File: config.mk
export PLATFORM = sky130hd
export DESIGN_NAME = hs_pipe_chain
export DESIGN_NICKNAME = d
export VERILOG_FILES = /design/src/rtl/hs_pipe_chain.sv
export SDC_FILE = /design/constraint.sdc
export NUM_CORES = 1
export LEC_CHECK = 0
export CORE_MARGIN = 8
export CORE_UTILIZATION = 25
export CTS_BUF_LIST = sky130_fd_sc_hd__clkbuf_8
export CTS_CLUSTER_DIAMETER = 100
export CTS_CLUSTER_SIZE = 8
export DETAILED_ROUTE_END_ITERATION = 16
export PLACE_DENSITY = 0.52
export SLEW_MARGIN = 20
export SYNTH_ARGS = -nofsm -noshare
export SYNTH_HDL_FRONTEND = slang
export SYNTH_SLANG_ARGS = --single-unit
File: constraint.sdc
create_clock -name sys_clk -period 2.56 [get_ports sys_clk]
set_clock_uncertainty 0.15 [all_clocks]
set_input_delay 0.384 -clock sys_clk [delete_from_list [all_inputs] [get_ports sys_clk]]
set_output_delay 0.384 -clock sys_clk [all_outputs]
set_load 0.1 [all_outputs]
File: src/rtl/hs_pipe_chain.sv
// hs_pipe_chain: chain of valid/ready register stages, single-entry (comb ready) or skid (registered ready).
module hs_pipe_chain #(
  parameter int DATA_W = 3,
  parameter int STAGES = 2,
  parameter int REG_READY = 0,
  localparam int OCC_W = $clog2(2*STAGES+1)
) (
  input  logic              sys_clk,
  input  logic              rst,
  input  logic              s_valid,
  input  logic [DATA_W-1:0] s_data,
  output logic              s_ready,
  output logic              m_valid,
  output logic [DATA_W-1:0] m_data,
  input  logic              m_ready,
  output logic [OCC_W-1:0]  occupancy,
  output logic [15:0]       beat_cnt
);
  logic              en_q;
  logic [OCC_W-1:0]  occ_q, occ_d;
  logic [15:0]       cnt_q;
  logic              in_x, out_x;
  logic [STAGES-1:0] in_v;
  logic [DATA_W-1:0] in_d [STAGES];
  assign in_x = s_valid && s_ready;
  assign out_x = m_valid && m_ready;
  assign occupancy = occ_q;
  assign beat_cnt = cnt_q;
  assign occ_d = (in_x && !out_x) ? occ_q + OCC_W'(1) :
                 (!in_x && out_x) ? occ_q - OCC_W'(1) : occ_q;
  // en_q keeps s_ready low until the first edge after reset release
  always_ff @(posedge sys_clk or posedge rst)
    if (rst) begin
      en_q <= 1'b0;
      occ_q <= '0;
      cnt_q <= '0;
    end else begin
      en_q <= 1'b1;
      occ_q <= occ_d;
      cnt_q <= cnt_q + 16'(out_x);
    end
  if (REG_READY == 0) begin : g_comb
    logic [STAGES-1:0] v_q;
    logic [DATA_W-1:0] d_q [STAGES];
    logic [STAGES:0]   rdy;
    always_comb begin
      rdy = '0;
      rdy[STAGES] = m_ready;
      for (int k = STAGES-1; k >= 0; k--) rdy[k] = !v_q[k] || rdy[k+1];
    end
    always_comb begin
      in_v = '0;
      in_d = '{default: '0};
      in_v[0] = in_x;
      in_d[0] = s_data;
      for (int k = 1; k < STAGES; k++) begin
        in_v[k] = v_q[k-1];
        in_d[k] = d_q[k-1];
      end
    end
    assign s_ready = en_q && rdy[0];
    assign m_valid = v_q[STAGES-1];
    assign m_data = d_q[STAGES-1];
    always_ff @(posedge sys_clk or posedge rst)
      if (rst) begin
        v_q <= '0;
        for (int k = 0; k < STAGES; k++) d_q[k] <= '0;
      end else begin
        for (int k = 0; k < STAGES; k++)
          if (rdy[k]) begin
            v_q[k] <= in_v[k];
            if (in_v[k]) d_q[k] <= in_d[k];
          end
      end
  end else begin : g_skid
    logic [STAGES-1:0] mv_q, sv_q, dn;
    logic [DATA_W-1:0] md_q [STAGES];
    logic [DATA_W-1:0] sd_q [STAGES];
    always_comb begin
      dn = '0;
      in_v = '0;
      in_d = '{default: '0};
      for (int k = 0; k < STAGES-1; k++) dn[k] = !sv_q[k+1];
      dn[STAGES-1] = m_ready;
      in_v[0] = in_x;
      in_d[0] = s_data;
      for (int k = 1; k < STAGES; k++) begin
        in_v[k] = mv_q[k-1];
        in_d[k] = md_q[k-1];
      end
    end
    assign s_ready = en_q && !sv_q[0];
    assign m_valid = mv_q[STAGES-1];
    assign m_data = md_q[STAGES-1];
    // a full skid entry blocks new beats until it has moved into main
    always_ff @(posedge sys_clk or posedge rst)
      if (rst) begin
        mv_q <= '0;
        sv_q <= '0;
        for (int k = 0; k < STAGES; k++) begin
          md_q[k] <= '0;
          sd_q[k] <= '0;
        end
      end else begin
        for (int k = 0; k < STAGES; k++)
          if (sv_q[k]) begin
            if (dn[k]) begin
              md_q[k] <= sd_q[k];
              sv_q[k] <= 1'b0;
            end
          end else if (in_v[k]) begin
            if (!mv_q[k] || dn[k]) begin
              mv_q[k] <= 1'b1;
              md_q[k] <= in_d[k];
            end else begin
              sv_q[k] <= 1'b1;
              sd_q[k] <= in_d[k];
            end
          end else if (dn[k]) mv_q[k] <= 1'b0;
      end
  end
endmodule

**After elaboration in Yosys (flattened, before gate mapping)**

Index checks and enable logic that the tools add are counted.

- Input bits: 7
- Word-level logic and storage cells: 26
- Bits in registers: 28
- Output and inout bits: 24

- Reduce and logical (&&, ||, !) cells: 14
- Mux-type cells: 2
- $add $sub $neg: 3

Operators with widths:

| kind | number |
|---|---|
| $add 16x1->16 | 1 |
| $mux 3 | 2 |
| $logic_and 1x1->1 | 5 |
| $logic_not 1->1 | 4 |
| $reduce_and 2->1 | 2 |
| $add 3x1->3 const B | 1 |
| $sub 3x1->3 const B | 1 |
| $logic_or 1x1->1 | 2 |
| $reduce_bool 2->1 | 1 |

**Longest topological paths before layout**

Gate-level depths: netlist of run 1.

- Word-level depth: 9
- Depth in mapped cells: 8
- Mapped depth without buffers: 8

**Worst setup path after synthesis of run 1**

No wires, ideal clock.

- Path kind: register to register
- From: reg g_comb.v_q[1]
- To: reg occ_q[1], in the netlist occupancy[1]
- Path slack: 0.005 ns
- Stages on the path, launching flop included: 7
- Arrival time: 2.279 ns
- Setup time: 0.126 ns
- Required time: 2.284 ns
- Cells stage by stage: dfrtp_1 nand3b_1 and2b_1 ha_1 inv_1 fa_1 mux2_2

- Elaborated cells on any way between the ends: 12

RTL lines:

| item | RTL line | RTL |
|---|---|---|
| from (decl) | 43 | `logic [STAGES-1:0] v_q;` |
| from (signal, indexed assignment) | 71 | `v_q[k] <= in_v[k];` |
| $logic_not 1->1 | 49 | `for (int k = STAGES-1; k >= 0; k--) rdy[k] = !v_q[k] \|\| rdy[k+1];` |
| $logic_or 1x1->1 (2 in series) | 49 |  |
| $logic_and 1x1->1 | 61 | `assign s_ready = en_q && rdy[0];` |
| $logic_and 1x1->1 | 25 | `assign in_x = s_valid && s_ready;` |
| net in_x | 22 | `logic in_x, out_x;` |
| $logic_and 1x1->1 | 29 | `assign occ_d = (in_x && !out_x) ? occ_q + OCC_W'(1) :` |
| $mux 3 | 29 |  |
| net occ_d[1] | 20 | `logic [OCC_W-1:0] occ_q, occ_d;` |
| to (signal assigned) | 35 | `occ_q <= '0;` |
| to (signal assigned) | 39 | `occ_q <= occ_d;` |
| to (decl) | 20 |  |

The timed path passes the listed nets, and every way through them passes these cells.
A chain may end at the register's enable or synchronous reset.

**Worst setup path after layout of run 1**

- From: in m_ready
- To: reg occ_q[2], in the netlist occupancy[2]

- Longest elaborated chain between the ends: 7
- Elaborated cells on any way between the ends: 11

RTL lines:

| item | RTL line | RTL |
|---|---|---|
| from (decl) | 15 | `input logic m_ready,` |
| $logic_or 1x1->1 * (2 in series) | 49 |  |
| $logic_and 1x1->1 * | 61 |  |
| $logic_and 1x1->1 * | 25 |  |
| net in_x | 22 |  |
| $logic_not 1->1 | 30 | `(!in_x && out_x) ? occ_q - OCC_W'(1) : occ_q;` |
| $logic_and 1x1->1 | 30 |  |
| $reduce_bool 2->1 (no source line) | - |  |

The timed path passes the listed nets; every way through them passes the cells marked *.

==> flow_metrics.tcl, run 1 <==
set metrics [dict create \
    status "complete, no violations" \
    p_comb_frac 0.519 \
    root_buffer "clkbuf_8" \
    syn_nets 109 \
    initial_core_util 0.253 \
    place_congestion 0.674 \
    cp.arrival_ns 2.21 \
    critPathTopFamily "adder cells" \
    synth.yosys.seq_area_share 0.553 \
    yosys.area.top_type_share 0.553 \
    grt_pass1_vias 908 \
    htree_levels 1 \
    layout-drive-gt1-share 0.351 \
    clkLatencyLatePin_ns 0.28 \
    synthToLayoutAreaGrowth_pct 30.6 \
    p_int_uw 896 \
    max_cap_viol_count 0 \
    final_util 0.330 \
    start_kind "input port" \
    hpwl_mm 1.99 \
    period_share 0.843 \
    pwr-share-clk 0.144 \
    finalSetupViolCount 0 \
    viasPerCell 4.05 \
    crit_buf_inv 2 \
    grt_max_degree 29 \
    grt.overflow.total 0 \
    synth_seq_cells 28 \
    min_period_ns 2.16 \
    final_cell_mix "dfrtp_1 (28), buf_4 (25), xor2_1 (11)" \
    cp_cell_sequence "clkdlybuf4s50_1, nand3b_1, and2b_1, ha_1, inv_1, fa_1, xor2_1, nor2_1, xor2_1" \
    cts_tree "done" \
    fill_cells 535 \
    drc 0 \
    synth_cell_types 23 \
    cts_made_buffers 3 \
    cts_buffer_depth 2 \
    die_h_um 87.2 \
    seq_power_share 0.337 \
    yosys-top-cells-area "dfrtp_1 (55%), xor2_1 (7.6%), mux2_2 (6.2%)" \
    grt_use_total 0.0752 \
    place_inst 197 \
    wl_mm 2.56 \
    synthCells 98 \
    slew_violations 0 \
    insertedDiodeCount 0 \
    cp-end-kind "flip-flop" \
    postLayoutCellArea_um2 1660 \
    p_sw_uw 1050 \
    wire_per_inst_um 12.8 \
    clock_sinks 28 \
    peakVddDrop_uv 520 \
    layoutNonFillerInstCount 201 \
    detailroute.via_count 814 \
    critPathMaxFanout 3 \
    cts_hold_buffers 0 \
    p_sw_frac 0.539 \
    core-area_um2 5010 \
    rows 26 \
    max_stage_delay_ns 0.49 \
    io_pins 31 \
    grt_pass1_wl_mm 4.51 \
    path_clk_slew_ns 0.10 \
    die_area_um2 7600 \
    clock.fmax_ghz 0.463 \
    antenna_found_initial 0 \
    layout.cells.most_common "dfrtp_1" \
    grt_setup_unrepaired "no" \
    powerDensity_nw_per_um2 1170 \
    antenna_left 0 \
    synth_top_area_cell "dfrtp_1" \
    dpl_cell_area_um2 1600 \
    synth_area_per_cell_um2 12.9 \
    drt-pass1-iter-count 2 \
    crit_path_top_delay_cell "clkdlybuf4s50_1" \
    hold_class "in -> async" \
    setup_tns_ns 0 \
    crit_top_cell "xor2_1" \
    hold_viol 0 \
    hold-worst-slack_ns 0.311 \
    ctsResizeCount 0 \
    port_buffers 30 \
    drt_iter0_drc 17 \
    nets 143 \
    syn-cell-area_um2 1270 \
    setup.worst_path.class "in -> reg" \
    die_w_um 87.2 \
    cts_setup_buffers 0 \
    leakagePower_uw 0.000776 \
    synth_warnings 0 \
    required_ns 2.61 \
]
==> sequential cells by signal, indices dropped and copies added (netlist names) <==
register	cells
g_comb.v_q	2
beat_cnt	16
occupancy	3
en_q	1
m_data	3
g_comb.d_q	3
==> power by group through the flow <==
| stage | logic (µW) | registers [µW] | clock network [µW] |
|---|---|---|---|
| final | 1010 | 655 | 281 |
| after global routing | 1040 | 678 | 317 |
| after CTS | 1020 | 661 | 292 |
| after detailed placement | 1020 | 670 | 0 |
| after global placement | 1010 | 664 | 0 |
| after floorplan | 297 | 1190 | 0 |
==> tightest hold or removal path, stage by stage <==
cell and delay, ns:
clkdlybuf4s50_1 0.39, inv_1 0.05, buf_4 0.34
==> metal layers <==
layer	routed length, µm	vias up	GRT usage
li1	-	388	-
met5	0	-	0
met4	10	0	0.0156
met3	173	2	0.0311
met1	1160	399	0.0910
met2	1220	25	0.121
==> cell families after synthesis <==
kind of cell,Yosys count,share of synthesized area
and+or+nand+nor,32,0.184
DFF,28,0.553
xor gates and xnor gates,17,0.117
buffers and inverters,9,0.0355
muxes,7,0.0622
adders and majority gates,4,0.0454
other,1,0.00296
==> Yosys cell counts, drive strengths merged <==
library cell  instances
conb                  1
nor4                  5
nor3                  3
nand4                 3
dfrtp                28
inv                   6
and2b                 1
nor2                  3
nand2                 6
mux2                  7
and3                  1
buf                   3
xnor2                 6
xor2                 11
nand2b                2
fa                    1
ha                    3
nand3b                1
and2                  2
nand3                 5
==> area by class of cell <==
cell class	count	area, µm²	share of cell area
clock buffer	4	55.1	0.0333
inverter	6	22.5	0.0136
multi-input combinational	61	522	0.315
sequential	28	701	0.423
tap	70	87.6	0.0529
timing repair buffer	32	268	0.162
==> stage by stage <==
stage	power, µW	setup slack [ns]
2_1_floorplan	1480	0.00451
3_3_place_gp	1670	0.205
3_5_place_dp	1690	0.110
4_1_cts	1970	0.415
5_1_grt	2040	0.274
6_report	1940	0.402
==> worst paths after layout <==
check	slack, ns	startpoint	depth (start not counted)	endpoint
worst max-delay path	0.40	m_ready	9	occupancy[2]
worst min-delay path	0.31	rst	3	beat_cnt[10]
worst max register to register	0.59	g_comb.v_q[1]	8	occupancy[2]
worst min register to register	0.33	beat_cnt[15]	1	beat_cnt[15]
max in group asynchronous	1.67	rst	3	g_comb.d_q[5]
min in group sys_clk	0.33	beat_cnt[15]	1	beat_cnt[15]
(Power assumes the default switching activity.)
==> run 2: changes to the inputs <==
==> constraint.sdc (replaced) <==
create_clock -name sys_clk -period 2.1 [get_ports sys_clk]
set_clock_uncertainty 0.15 [all_clocks]
set_input_delay 0.315 -clock sys_clk [delete_from_list [all_inputs] [get_ports sys_clk]]
set_output_delay 0.315 -clock sys_clk [all_outputs]
set_load 0.1 [all_outputs]
==> flow_metrics.tcl, run 2 (synthesis results as in run 1) <==
set metrics [dict create \
    dpl_cell_area_um2 1700 \
    layout.cells.most_common "buf_4" \
    cts_tree "done" \
    max_cap_viol_count 0 \
    grt_use_total 0.0706 \
    htree_levels 1 \
    initial_core_util 0.253 \
    start_kind "input port" \
    finalSetupViolCount 0 \
    wl_mm 2.45 \
    regArea_um2 707 \
    path_clk_slew_ns 0.09 \
    fill_cells 538 \
    port_buffers 30 \
    drt-pass1-iter-count 4 \
    cts_setup_buffers 0 \
    cp.arrival_ns 2.03 \
    place_inst 202 \
    status "complete, no violations" \
    insertedDiodeCount 0 \
    antenna_left 0 \
    cts_hold_buffers 0 \
    nets 148 \
    crit_path_top_delay_cell "clkdlybuf4s50_1" \
    min_period_ns 2.02 \
    clkLatencyLatePin_ns 0.27 \
    grt_pass1_wl_mm 4.22 \
    final_util 0.347 \
    drt_iter0_drc 17 \
    viasPerCell 4.03 \
    core-area_um2 5010 \
    setup.worst_path.class "in -> reg" \
    required_ns 2.11 \
    setup_tns_ns 0 \
    peakVddDrop_uv 741 \
    root_buffer "clkbuf_8" \
    leakagePower_uw 0.000806 \
    detailroute.via_count 831 \
    clock_sinks 28 \
    layoutNonFillerInstCount 206 \
    layout-drive-gt1-share 0.404 \
    power_uw 2400 \
    io_pins 31 \
    rows 26 \
    drc 0 \
    slew_violations 0 \
    max_stage_delay_ns 0.42 \
    cts_buffer_depth 2 \
    antenna_found_initial 0 \
    grt_pass1_vias 894 \
    cp-end-kind "flip-flop" \
    critPathTopFamily "adder cells" \
    critPathMaxFanout 3 \
    final_cell_mix "buf_4 (27), dfrtp_1 (25), xor2_1 (11)" \
    grt_setup_unrepaired "no" \
    postLayoutCellArea_um2 1740 \
    crit_buf_inv 2 \
    hpwl_mm 1.89 \
    die_area_um2 7600 \
    synthToLayoutAreaGrowth_pct 37.3 \
    grt.overflow.total 0 \
    period_share 0.960 \
    ctsResizeCount 0 \
    powerDensity_nw_per_um2 1380 \
    wire_per_inst_um 11.9 \
    die_h_um 87.2 \
    cp_cell_sequence "clkdlybuf4s50_1, nand3b_1, and2b_2, ha_4, inv_1, fa_1, mux2_2" \
    clock.fmax_ghz 0.496 \
    hold_class "in -> async" \
    die_w_um 87.2 \
    largest_reg_flops 16 \
    multi_input_area_um2 536 \
    hold_viol 0 \
    cts_made_buffers 3 \
    place_congestion 0.682 \
    grt_max_degree 29 \
]
run 2: final timing paths:
check,start,end,slack [ns],depth (start not counted)
worst max-delay path,m_ready,occupancy[1],0.08,7
worst min register to register,beat_cnt[15],beat_cnt[15],0.32,1
min in group sys_clk,beat_cnt[15],beat_cnt[15],0.32,1
worst min-delay path,rst,occupancy[0],0.25,3
max in group asynchronous,rst,g_comb.v_q[1],1.25,3
worst max register to register,g_comb.v_q[1],occupancy[2],0.14,8
run 2: worst reg2reg max path: cells and delay by family (launching register included):
family	cells	cell delay (ns)
DFF	1	0.50
adders and majority gates	2	0.49
and+or+nand+nor	3	0.41
xor gates and xnor gates	2	0.30
buffers and inverters	1	0.04
run 2: layout make-up:
| cell class | instances | share of cell area |
|---|---|---|
| inverter | 6 | 0.0129 |
| tap | 70 | 0.0503 |
| multi-input combinational | 61 | 0.308 |
| clock buffer | 3 | 0.0237 |
| clock inverter | 1 | 0.00216 |
| timing repair buffer | 37 | 0.197 |
| sequential | 28 | 0.406 |
run 2: power by group:
group          internal, µW  switching (µW)
sequential              667             149
clock                   131             162
combinational           322             971
total                  1120            1280
run 2: metrics by stage:
step	worst slack (ns)	hold slack (ns)
6_report	0.0837	0.252
3_3_place_gp	-0.162	0.312
3_5_place_dp	-0.202	0.308
5_1_grt	0.0153	0.282
2_1_floorplan	-0.0301	0.230
4_1_cts	0.106	0.259
run 2: routing by layer:
layer | routed length [µm] | vias up | GRT usage
met2 | 1180 | 22 | 0.121
met4 | 12 | 0 | 0.0141
li1 | - | 400 | -
met1 | 1080 | 407 | 0.0768
met3 | 182 | 2 | 0.0340
met5 | 0 | - | 0
